**src/rtl/pa_pmp_chk_pipe.sv**
```systemverilog
// Registered PMP permission checker for the IFU and LSU request channels.
// Resolves the governing entry by static priority and keeps a sticky record of the first deny.
module pa_pmp_chk_pipe #(
   parameter int unsigned NUM_ENTRY  = 8,
   parameter int unsigned ADDR_WIDTH = 32,
   localparam int unsigned IDX_W     = $clog2(NUM_ENTRY)
) (
   input  logic                  forever_cpuclk,
   input  logic                  cpurst_b,
   input  logic [NUM_ENTRY-1:0]  regs_comp_lock,
   input  logic [NUM_ENTRY-1:0]  regs_comp_read,
   input  logic [NUM_ENTRY-1:0]  regs_comp_write,
   input  logic [NUM_ENTRY-1:0]  regs_comp_excut,
   input  logic                  ifu_pmp_req_vld,
   output logic                  ifu_pmp_req_rdy,
   input  logic                  ifu_pmp_req_mach,
   input  logic [NUM_ENTRY-1:0]  ifu_pmp_req_hit,
   input  logic [ADDR_WIDTH-1:0] ifu_pmp_req_addr,
   output logic                  ifu_pmp_rsp_vld,
   input  logic                  ifu_pmp_rsp_rdy,
   output logic                  ifu_pmp_rsp_deny,
   output logic                  ifu_pmp_rsp_hit,
   output logic [IDX_W-1:0]      ifu_pmp_rsp_idx,
   input  logic                  lsu_pmp_req_vld,
   output logic                  lsu_pmp_req_rdy,
   input  logic                  lsu_pmp_req_mach,
   input  logic [NUM_ENTRY-1:0]  lsu_pmp_req_hit,
   input  logic [ADDR_WIDTH-1:0] lsu_pmp_req_addr,
   input  logic                  lsu_pmp_req_st,
   output logic                  lsu_pmp_rsp_vld,
   input  logic                  lsu_pmp_rsp_rdy,
   output logic                  lsu_pmp_rsp_deny,
   output logic                  lsu_pmp_rsp_hit,
   output logic [IDX_W-1:0]      lsu_pmp_rsp_idx,
   input  logic                  fault_clr,
   output logic                  fault_vld,
   output logic                  fault_src,
   output logic                  fault_st,
   output logic                  fault_no_hit,
   output logic [IDX_W-1:0]      fault_idx,
   output logic [ADDR_WIDTH-1:0] fault_addr,
   output logic                  fault_ovf
);

   // Lowest set bit wins; returns 0 for an empty vector.
   function automatic logic [IDX_W-1:0] first_hit(input logic [NUM_ENTRY-1:0] v);
      first_hit = '0;
      for (int i = int'(NUM_ENTRY) - 1; i >= 0; i--) begin
         if (v[i]) first_hit = IDX_W'(i);
      end
   endfunction

   logic [IDX_W-1:0] ifu_idx_c, lsu_idx_c;
   logic             ifu_any_c, lsu_any_c;
   logic             ifu_deny_c, lsu_deny_c, lsu_perm_c;
   logic             ifu_acc_c, lsu_acc_c;
   logic             ifu_fd_c, lsu_fd_c;

   always_comb begin
      ifu_idx_c  = first_hit(ifu_pmp_req_hit);
      lsu_idx_c  = first_hit(lsu_pmp_req_hit);
      ifu_any_c  = |ifu_pmp_req_hit;
      lsu_any_c  = |lsu_pmp_req_hit;
      lsu_perm_c = lsu_pmp_req_st ? regs_comp_write[lsu_idx_c] : regs_comp_read[lsu_idx_c];
      ifu_deny_c = ifu_any_c
                 ? ((ifu_pmp_req_mach & regs_comp_lock[ifu_idx_c] & ~regs_comp_excut[ifu_idx_c]) |
                    (~ifu_pmp_req_mach & ~regs_comp_excut[ifu_idx_c]))
                 : ~ifu_pmp_req_mach;
      lsu_deny_c = lsu_any_c
                 ? ((lsu_pmp_req_mach & regs_comp_lock[lsu_idx_c] & ~lsu_perm_c) |
                    (~lsu_pmp_req_mach & ~lsu_perm_c))
                 : ~lsu_pmp_req_mach;
   end

   assign ifu_pmp_req_rdy = ~ifu_pmp_rsp_vld | ifu_pmp_rsp_rdy;
   assign lsu_pmp_req_rdy = ~lsu_pmp_rsp_vld | lsu_pmp_rsp_rdy;
   assign ifu_acc_c       = ifu_pmp_req_vld & ifu_pmp_req_rdy;
   assign lsu_acc_c       = lsu_pmp_req_vld & lsu_pmp_req_rdy;
   assign ifu_fd_c        = ifu_acc_c & ifu_deny_c;
   assign lsu_fd_c        = lsu_acc_c & lsu_deny_c;

   // One-entry IFU response register
   always_ff @(posedge forever_cpuclk or negedge cpurst_b) begin
      if (!cpurst_b) begin
         ifu_pmp_rsp_vld  <= 1'b0;
         ifu_pmp_rsp_deny <= 1'b0;
         ifu_pmp_rsp_hit  <= 1'b0;
         ifu_pmp_rsp_idx  <= '0;
      end else if (ifu_acc_c) begin
         ifu_pmp_rsp_vld  <= 1'b1;
         ifu_pmp_rsp_deny <= ifu_deny_c;
         ifu_pmp_rsp_hit  <= ifu_any_c;
         ifu_pmp_rsp_idx  <= ifu_idx_c;
      end else if (ifu_pmp_rsp_rdy) begin
         ifu_pmp_rsp_vld  <= 1'b0;
      end
   end

   // One-entry LSU response register
   always_ff @(posedge forever_cpuclk or negedge cpurst_b) begin
      if (!cpurst_b) begin
         lsu_pmp_rsp_vld  <= 1'b0;
         lsu_pmp_rsp_deny <= 1'b0;
         lsu_pmp_rsp_hit  <= 1'b0;
         lsu_pmp_rsp_idx  <= '0;
      end else if (lsu_acc_c) begin
         lsu_pmp_rsp_vld  <= 1'b1;
         lsu_pmp_rsp_deny <= lsu_deny_c;
         lsu_pmp_rsp_hit  <= lsu_any_c;
         lsu_pmp_rsp_idx  <= lsu_idx_c;
      end else if (lsu_pmp_rsp_rdy) begin
         lsu_pmp_rsp_vld  <= 1'b0;
      end
   end

   // Sticky fault record; a clear in the same cycle as a deny lets the deny be captured
   always_ff @(posedge forever_cpuclk or negedge cpurst_b) begin
      if (!cpurst_b) begin
         fault_vld    <= 1'b0;
         fault_src    <= 1'b0;
         fault_st     <= 1'b0;
         fault_no_hit <= 1'b0;
         fault_idx    <= '0;
         fault_addr   <= '0;
         fault_ovf    <= 1'b0;
      end else if (ifu_fd_c | lsu_fd_c) begin
         if (!fault_vld || fault_clr) begin
            fault_vld    <= 1'b1;
            fault_src    <= lsu_fd_c;
            fault_st     <= lsu_fd_c & lsu_pmp_req_st;
            fault_no_hit <= lsu_fd_c ? ~lsu_any_c : ~ifu_any_c;
            fault_idx    <= lsu_fd_c ? lsu_idx_c : ifu_idx_c;
            fault_addr   <= lsu_fd_c ? lsu_pmp_req_addr : ifu_pmp_req_addr;
            fault_ovf    <= ifu_fd_c & lsu_fd_c;
         end else begin
            fault_ovf    <= 1'b1;
         end
      end else if (fault_clr) begin
         fault_vld <= 1'b0;
         fault_ovf <= 1'b0;
      end
   end

endmodule

```
**config.mk**
```make
export PLATFORM = sky130hd
export DESIGN_NAME = pa_pmp_chk_pipe
export DESIGN_NICKNAME = d
export VERILOG_FILES = /design/src/rtl/pa_pmp_chk_pipe.sv
export SDC_FILE = /design/constraint.sdc
export NUM_CORES = 1
export LEC_CHECK = 0
export ABC_CLOCK_PERIOD_IN_PS = 1750
export CAP_MARGIN = 40
export CORE_MARGIN = 5
export CORE_UTILIZATION = 35
export CTS_BUF_LIST = sky130_fd_sc_hd__clkbuf_16
export CTS_CLUSTER_DIAMETER = 40
export CTS_CLUSTER_SIZE = 14
export DETAILED_ROUTE_END_ITERATION = 10
export PLACE_DENSITY = 0.81
export SYNTH_ARGS = -nofsm -noshare
export SYNTH_HDL_FRONTEND = slang
export SYNTH_SLANG_ARGS = --single-unit
```
**constraint.sdc**
```tcl
create_clock -name forever_cpuclk -period 1.75 [get_ports forever_cpuclk]
set_input_delay 0.2625 -clock forever_cpuclk [delete_from_list [all_inputs] [get_ports forever_cpuclk]]
set_output_delay 0.2625 -clock forever_cpuclk [all_outputs]
set_load 0.02 [all_outputs]
```
==> results.json <==
{
  "status": "finished with violations",
  "violations": "negative setup slack",
  "min_period_ns": 2.65,
  "total_power_mw": 5.47,
  "startpoint_type": "input port",
  "drc_errors": 0,
  "whs_ns": 0.479,
  "netlist_area_um2": 3160,
  "ant_nets": 0,
  "synthArstFlopShare_pct": 100,
  "fp.coreArea_um2": 8760,
  "maxSlewHeadroom_pct": 76.3,
  "wl_per_cell_um": 18.1,
  "cts_root_buffer": "clkbuf_16",
  "diodes": 0,
  "postSynthCellCount": 363,
  "synth_top_cell_area_share_pct": 41.2,
  "cts_buffers": 5,
  "slowest_stage": "or4_4",
  "grt_pass1_wl_um": 20000,
  "die_x_um": 105,
  "p_leak_nw": 2.73,
  "io_pins": 176,
  "hold_viol": 0,
  "h-tree-depth": 2,
  "routed_via_density": 5.51,
  "cts_sinks": 52,
  "rsz0062_at_grt": "true",
  "path_cells": "buf_6 > or4_4 > nor2_4 > mux2_4 > a211o_1 > o221a_4 > a211oi_4 > buf_6 > nor2_4 > bufbuf_16 > a222oi_1",
  "max_stage_delay_ns": 0.55,
  "grt_max_degree": 53,
  "path_class": "in -> reg",
  "die-area_um2": 11000,
  "skew_ns": 0.00596,
  "numPortBuffers": 175,
  "setup_viol": 41,
  "ys_seq_area_share_pct": 41.2,
  "dp_hpwl_um": 9090,
  "period_share_pct": 152,
  "synthTopCellsByArea": "dfrtp_1 41%, a222oi_1 10%, nor2_1 9.5%, inv_1 4.6%, nand2_1 3.0%",
  "hp-class": "reg -> reg",
  "drtIter0Drc": 297,
  "final_nets": 732,
  "max_cap_violations": 0,
  "drt_pass1_iterations": 8,
  "placedCellCount": 688,
  "worst_ep_required_time_ns": 1.91,
  "critPathBufInv": 3,
  "drt_wl_total_um": 13000,
  "synth_common_cells": "80 x nor2_1, 52 x dfrtp_1, 39 x inv_1",
  "place.gp.congestion": 0.849,
  "vdd_drop_max_v": 0.000472,
  "path_clk_slew_ns": 0.06,
  "p_per_area_nw_per_um2": 884,
  "mappedNetlistNets": 485,
  "clock_latency_ns": 0.29,
  "initial_core_util_pct": 36.0,
  "avgSynthCellArea_um2": 8.69,
  "cts_tree": "built",
  "ys_warn_count": 0,
  "drive_above_1_share_pct": 25.4,
  "synth_edf_count": 0,
  "ys.flop_type": "dfrtp_1",
  "tightest_slew_ns": 0.352,
  "max_freq_ghz": 0.377,
  "yosysMostFrequentCell": "nor2_1",
  "syn_to_final_growth_pct": 96.0,
  "grt_overflow": 0,
  "die_h_um": 105,
  "grt_pass1_vias": 4084,
  "route.vias.total": 3962,
  "slew_violations": 0,
  "synth-seq-cells": 52,
  "antenna_found_initial": 0,
  "utilization_pct": 70.6,
  "worst_slack_ns": -0.905,
  "stdcell_count": 719,
  "cp_max_fo": 8,
  "synth_area_leader_cell": "dfrtp_1",
  "arrival_ns": 2.81,
  "grt_util_all_layers_pct": 21.9,
  "worstSetupEndpointType": "register",
  "rows": 34,
  "clk_path_buf_depth": 2,
  "crit_family": "compound AO/OA/AOI/OAI gates",
  "synth_cell_type_count": 54
}
[layer usage]
layer  global-route usage (%)  share of wire (%)
met5                        0                  0
met2                     39.2                 51
met3                     4.62                9.3
met1                     26.5                 38
met4                     6.21                1.7
[repair_timing]
action | in CTS | in global routing
hold buffers | 1 | 0
setup buffers | 10 | 5
endpoints found under the hold margin | 52 | 0
setup endpoints to repair | 44 | 42
gates resized for setup | 70 | 48
pin swaps | 15 | 19
gates cloned | 6 | 2
[cell usage in the layout (no fill, tap or decap), types with 3 or more instances in the layout]
cell and count:
nor2_4 4, nand2_2 3, buf_6 9, clkbuf_16 7
buf_2 6, a221o_1 3, o21ai_1 6, nor2b_4 3
nor4_1 4, nor2_1 74, o311a_1 3, buf_4 61
clkbuf_2 5, nand2b_1 7, a222oi_1 32, or3_1 3
inv_1 37, nand2_1 21, mux2i_1 6, o21ai_0 11
nor2b_1 3, nand3_1 8, nor2_2 3, mux2_2 3
clkdlybuf4s50_1 156, dfrtp_1 52, buf_12 8, buf_16 4
[cell families (layout without fill, tap and decap cells)]
| kind of cell | Yosys count | after routing | synth area share [%] |
|---|---|---|---|
| DFF | 52 | 52 | 41.2 |
| AOI/OAI and AO/OA | 90 | 90 | 24.7 |
| muxes | 12 | 12 | 4.00 |
| buffers and inverters | 58 | 306 | 7.89 |
| and+or+nand+nor | 151 | 151 | 22.2 |
[cell type report]
type	count	area, um^2
flip-flops and latches	52	1300
clock buffers	5	125
repair buffers	259	2630
well taps	108	135
clock inverters	3	37.5
inverters	39	146
multi-input cells	253	1810
fillers	650	2580
[path summary, 6_finish.rpt]
| path | start | end | slack [ns] | cells past startpoint |
|---|---|---|---|---|
| setup / recovery | lsu_pmp_req_hit[3] | fault_addr[26] | -0.90 | 11 |
| hold / removal | lsu_pmp_rsp_deny | lsu_pmp_rsp_deny | 0.48 | 1 |
| setup reg to reg | lsu_pmp_rsp_vld | fault_addr[26] | -0.43 | 8 |
| hold reg to reg | lsu_pmp_rsp_deny | lsu_pmp_rsp_deny | 0.48 | 1 |
| max in group asynchronous | cpurst_b | fault_addr[17] | 1.00 | 3 |
| min in group asynchronous | cpurst_b | fault_addr[28] | 0.49 | 3 |
[state kept, by name (all words and copies together), names as in the netlist]
signal	flops
fault_vld	1
ifu_pmp_rsp_idx	3
lsu_pmp_rsp_vld	1
lsu_pmp_rsp_hit	1
fault_st	1
lsu_pmp_rsp_deny	1
ifu_pmp_rsp_deny	1
fault_no_hit	1
ifu_pmp_rsp_hit	1
fault_src	1
ifu_pmp_rsp_vld	1
fault_ovf	1
fault_idx	3
lsu_pmp_rsp_idx	3
fault_addr	32
[through the flow]
step	setup WS, ns	area [um^2]	TNS, ns
2_1_floorplan	-0.959	3180	-38.15
3_3_place_gp	-1.35	5480	-55.34
3_5_place_dp	-1.45	5480	-58.38
4_1_cts	-0.855	6030	-33.42
5_1_grt	-0.988	6180	-37.18
6_report	-0.905	6180	-33.74
[where the power goes]
part / total, mW / internal, mW / switching (mW) / leakage [nW]
Clock: 1.08 / 0.665 / 0.419 / 0.0789
Sequential: 1.71 / 1.53 / 0.186 / 0.591
Combinational: 2.67 / 1.44 / 1.23 / 2.06
Total: 5.47 / 3.63 / 1.83 / 2.73
Note: power is estimated with default switching activity, not from simulation.
